### config.mk
export PLATFORM = sky130hd
export DESIGN_NAME = sec_scrub_ctrl
export DESIGN_NICKNAME = d
export VERILOG_FILES = /design/src/rtl/sec_scrub_ctrl.sv
export SDC_FILE = /design/constraint.sdc
export NUM_CORES = 1
export LEC_CHECK = 0
export CAP_MARGIN = 10
export CORE_AREA = 3 3 122 124
export DETAILED_ROUTE_END_ITERATION = 8
export DIE_AREA = 0 0 125 127
export HOLD_SLACK_MARGIN = 0.03
export PLACE_DENSITY = 0.63
export SYNTH_ARGS = -nofsm -noshare
export SYNTH_HDL_FRONTEND = slang
export SYNTH_SLANG_ARGS = --single-unit
export TNS_END_PERCENT = 5
### constraint.sdc
create_clock -name clk -period 7.1 [get_ports clk]
set_input_delay 1.775 -clock clk [delete_from_list [all_inputs] [get_ports clk]]
set_output_delay 1.775 -clock clk [all_outputs]
set_load 0.01 [all_outputs]
### src/rtl/sec_scrub_ctrl.sv
// Memory scrubber: reads each word, passes it through an external SEC corrector and
// writes back corrected data words. Defining SCRUB_ABORT_EN adds an abort input.
module sec_scrub_ctrl #(
    parameter int ADDR_W    = 8,
    parameter int LAST_ADDR = 255,
    parameter int CNT_W     = 16
) (
    input  logic              clk,
    input  logic              rst,
`ifdef SCRUB_ABORT_EN
    input  logic              abort,
`endif
    input  logic              start,
    output logic              busy,
    output logic              done,
    output logic [ADDR_W-1:0] mem_addr,
    output logic              mem_rd,
    output logic              mem_wr,
    input  logic              mem_ready,
    input  logic              mem_rvalid,
    input  logic [39:0]       mem_rdata,
    output logic [31:0]       mem_wdata,
    output logic [31:0]       sec_id,
    output logic [7:0]        sec_ic,
    output logic              sec_r,
    input  logic [31:0]       sec_od,
    output logic [CNT_W-1:0]  corr_cnt
);

    typedef enum logic [2:0] {
        IDLE,
        RD_REQ,
        RD_WAIT,
        CHECK,
        WR_REQ,
        NEXT,
        DONE
    } state_t;

    localparam logic [ADDR_W-1:0] LAST    = ADDR_W'(LAST_ADDR);
    localparam logic [CNT_W-1:0]  CNT_MAX = '1;

    state_t      state;
    logic [31:0] data_q;
    logic [7:0]  chk_q;
    logic        abort_req;

    function automatic logic [CNT_W-1:0] sat_inc(input logic [CNT_W-1:0] c);
        return (c == CNT_MAX) ? c : c + CNT_W'(1);
    endfunction

`ifdef SCRUB_ABORT_EN
    assign abort_req = abort && (state != IDLE);
`else
    assign abort_req = 1'b0;
`endif

    assign sec_id = data_q;
    assign sec_ic = chk_q;

    // Outputs are registered, so each transition also sets the strobes of the state it enters.
    always_ff @(posedge clk or posedge rst) begin
        if (rst) begin
            state     <= IDLE;
            busy      <= 1'b0;
            done      <= 1'b0;
            mem_rd    <= 1'b0;
            mem_wr    <= 1'b0;
            sec_r     <= 1'b0;
            mem_addr  <= '0;
            corr_cnt  <= '0;
            mem_wdata <= '0;
            data_q    <= '0;
            chk_q     <= '0;
        end else if (abort_req) begin
            state  <= IDLE;
            busy   <= 1'b0;
            done   <= 1'b0;
            mem_rd <= 1'b0;
            mem_wr <= 1'b0;
            sec_r  <= 1'b0;
        end else begin
            done <= 1'b0;
            case (state)
                IDLE: begin
                    if (start) begin
                        state    <= RD_REQ;
                        mem_addr <= '0;
                        corr_cnt <= '0;
                        busy     <= 1'b1;
                        mem_rd   <= 1'b1;
                    end
                end
                RD_REQ: begin
                    if (mem_ready) begin
                        mem_rd <= 1'b0;
                        state  <= RD_WAIT;
                    end
                end
                RD_WAIT: begin
                    if (mem_rvalid) begin
                        data_q <= mem_rdata[31:0];
                        chk_q  <= mem_rdata[39:32];
                        sec_r  <= 1'b1;
                        state  <= CHECK;
                    end
                end
                CHECK: begin
                    sec_r <= 1'b0;
                    // Only the data word is rewritten; check bits stay as stored.
                    if (sec_od != data_q) begin
                        mem_wdata <= sec_od;
                        corr_cnt  <= sat_inc(corr_cnt);
                        mem_wr    <= 1'b1;
                        state     <= WR_REQ;
                    end else begin
                        state <= NEXT;
                    end
                end
                WR_REQ: begin
                    if (mem_ready) begin
                        mem_wr <= 1'b0;
                        state  <= NEXT;
                    end
                end
                NEXT: begin
                    if (mem_addr == LAST) begin
                        done  <= 1'b1;
                        state <= DONE;
                    end else begin
                        mem_addr <= mem_addr + ADDR_W'(1);
                        mem_rd   <= 1'b1;
                        state    <= RD_REQ;
                    end
                end
                DONE: begin
                    busy  <= 1'b0;
                    state <= IDLE;
                end
                default: begin
                    state  <= IDLE;
                    busy   <= 1'b0;
                    mem_rd <= 1'b0;
                    mem_wr <= 1'b0;
                    sec_r  <= 1'b0;
                end
            endcase
        end
    end

endmodule

==> results.json <==
{
  "crit_buf_inv": 1,
  "slew_viol_final": 0,
  "crit_start": "sec_od[13]",
  "grt_pass1_vias": 4031,
  "p_sw_share_pct": 32.4,
  "critPathKind": "in -> reg",
  "power.switching_mw": 0.886,
  "synth_edf_count": 0,
  "fin_crit_sh_pct": 57.5,
  "crit_path_top_delay_cell": "and4_1",
  "initial_core_util_pct": 34.6,
  "multi_input_area_um2": 2120,
  "max_stage_delay_ns": 0.81,
  "ir_worst_vdd_v": 0.000224,
  "r2r_start": "state[2]",
  "yosysSeqAreaShare_pct": 54.1,
  "yosysMostFrequentCell": "dfrtp_1",
  "rsz0062_at_grt": "false",
  "tightest_slew_ns": 0.800,
  "design_area_um2": 7070,
  "final.fill_count": 1264,
  "yosysTopAreaCell": "dfrtp_1",
  "holdCritPathClass": "reg -> reg",
  "worst_setup_path_end_kind": "register",
  "status": "finished clean",
  "drv_cap": 0,
  "ant_nets": 0,
  "max_freq_mhz": 245,
  "ys_warn_count": 0,
  "dpl_cell_area_um2": 6770,
  "drc": 0,
  "synthAdderAreaFrac_pct": 0.520,
  "cts_buffer_depth": 2,
  "path_clk_slew_ns": 0.07,
  "p_int_mw": 1.85,
  "path_cells": "clkdlybuf4s50_1 > xnor2_1 > nand4_1 > nor4_1 > and4_1 > o21ai_0 > a21oi_1",
  "drtPass1Iterations": 5,
  "power_leakage_nw": 2.79,
  "place_hpwl_mm": 10.0,
  "cp.required_ns": 7.37,
  "hold_viol_final": 0,
  "hp-start": "sec_r",
  "synth_top_family_by_area": "multiplexers",
  "cts-root-buf": "clkbuf_16",
  "ys_async_sr_fraction_pct": 100,
  "synth.net_count": 472,
  "cts_setup_buffers": 0,
  "seqCellArea_um2": 2600,
  "vias_per_cell": 4.96,
  "clock_skew_ns": 0.00501,
  "max-slew-margin-rel_pct": 46.7,
  "synth_cells": 393,
  "synth-main-ff-cell": "dfrtp_1",
  "period_needed_ns": 4.08,
  "path_max_fanout": 29,
  "fp.dieH_um": 127,
  "cts_hold_buf": 0,
  "syn_area_per_cell_um2": 12.2,
  "synth_area_um2": 4810,
  "vias": 3721,
  "grt_usage_pct": 17.2,
  "diodes": 0,
  "syn_to_final_growth_pct": 46.9,
  "cts_tree": "done",
  "ctsResizeCount": 0,
  "yosys-mux-area-fraction_pct": 17.7,
  "die_area_um2": 15900,
  "setup_viol": 0,
  "synthTopCellsByCount": "104 x dfrtp_1, 74 x mux2_2, 33 x xnor2_1",
  "cts_buffers": 9,
  "layout-drive-gt1-share_pct": 18.4,
  "layout.nets": 644,
  "htree_levels": 3,
  "yosysUniqueCellTypes": 47,
  "antenna_found_initial": 0,
  "dieWidth_um": 125,
  "gp_congestion": 0.774,
  "ioPinCount": 178,
  "io_buffers": 177,
  "pwr-share-comb_pct": 43.8,
  "crit_arrival_ns": 4.35,
  "critPathTopFamily": "simple AND/OR/NAND/NOR gates",
  "rows": 43,
  "coreArea_um2": 13900,
  "setup-tns-final_ns": 0,
  "routed_wl_mm": 13.4,
  "grt_pass1_wl_mm": 21.6,
  "synthTopCellsByArea": "dfrtp_1 54%, mux2_2 17%, xnor2_1 6.0%, nand4_1 2.0%, nand2_1 1.6%",
  "power.density_nw_per_um2": 387,
  "p_total_mw": 2.73,
  "drt_iter0_markers": 164,
  "synth-xor-area-share_pct": 6.92,
  "fin_util_pct": 50.9,
  "worstSetupStartpointType": "primary input",
  "power_frac_seq_pct": 37.6,
  "ys_seq_elements": 104,
  "whs_ns": 0.485,
  "synth_compound_area_share_pct": 6.11,
  "p_clk_share_pct": 18.6,
  "cts.sinks": 104,
  "clock_latency_ns": 0.35,
  "drt-wirelength-per-cell_um": 17.8,
  "synth-simple-area-share_pct": 12.3,
  "yosysTopAreaCellShare_pct": 54.1,
  "globalRouteOverflowTotal": 0,
  "grt_max_degree": 63
}
[layer usage]
metal | track usage (%) | vias to the layer above | share of wire, %
met3 | 9.11 | 12 | 12
met4 | 5.93 | 0 | 1.5
li1 | - | 1764 | -
met1 | 20.3 | 1814 | 40
met5 | 0 | - | 0
met2 | 27.2 | 131 | 47
[worst reg2reg max path: stages (launching register included)]
cell and delay, ns:
dfrtp_1 0.58, nor4b_2 0.66, buf_4 0.33, o32ai_4 0.14, or4_4 0.54, or4_1 0.40
nand2_1 0.08
[through the flow]
step           std cells  setup slack (ns)
2_1_floorplan        393              2.59
6_report             750              3.02
3_5_place_dp         734              2.62
5_1_grt              750              2.72
4_1_cts              750              2.97
3_3_place_gp         734              2.73
[final timing paths]
check | end | slack [ns] | cells after the start
min in group asynchronous | mem_addr[0] | 1.93 | 2
worst max-delay path | corr_cnt[10] | 3.02 | 7
worst max register to register | corr_cnt[11] | 4.31 | 6
worst min register to register | sec_r | 0.49 | 1
max in group asynchronous | mem_wdata[9] | 4.10 | 3
worst min-delay path | sec_r | 0.49 | 1
[power groups by stage]
stage / registers (mW) / clock network, mW / logic [mW]
final: 1.03 / 0.508 / 1.20
after global routing: 1.07 / 0.552 / 1.29
after CTS: 1.03 / 0.522 / 1.22
after detailed placement: 1.04 / 0 / 1.21
after global placement: 1.03 / 0 / 1.21
after floorplan: 1.09 / 0 / 0.510
[registers in the layout (all words and copies together) (netlist names)]
register,count
state,3
done,1
sec_ic,8
busy,1
mem_wdata,32
mem_addr,8
mem_rd,1
corr_cnt,16
mem_wr,1
sec_id,32
sec_r,1
[cells by family (layout without fill, tap and decap cells)]
logic type / after synthesis / count (layout)
compound gates: 45 / 45
xor+xnor: 38 / 38
fa+ha+maj: 2 / 2
buf+inv: 25 / 202
flops: 104 / 104
mux: 76 / 76
simple gates: 103 / 103
[cell usage in the layout (no fill, tap or decap), types with 5 or more instances in the layout]
cell / count
or3_1: 9
a21oi_1: 13
clkdlybuf4s50_1: 177
dfrtp_1: 104
clkbuf_16: 9
xor2_1: 5
and3_1: 5
xnor2_1: 33
mux2_2: 74
nand3_1: 11
nor2_1: 17
nand4_1: 15
nand2_1: 20
o21ai_0: 14
[final cells by class]
type / instances / share of cell area, %
well taps: 180 / 3.19
clock inverters: 4 / 0.744
multi-input cells: 264 / 29.9
clock buffers: 12 / 3.49
inverters: 5 / 0.301
repair buffers: 181 / 25.5
flip-flops and latches: 104 / 36.8
No activity file was read; power rests on OpenSTA's default activity.
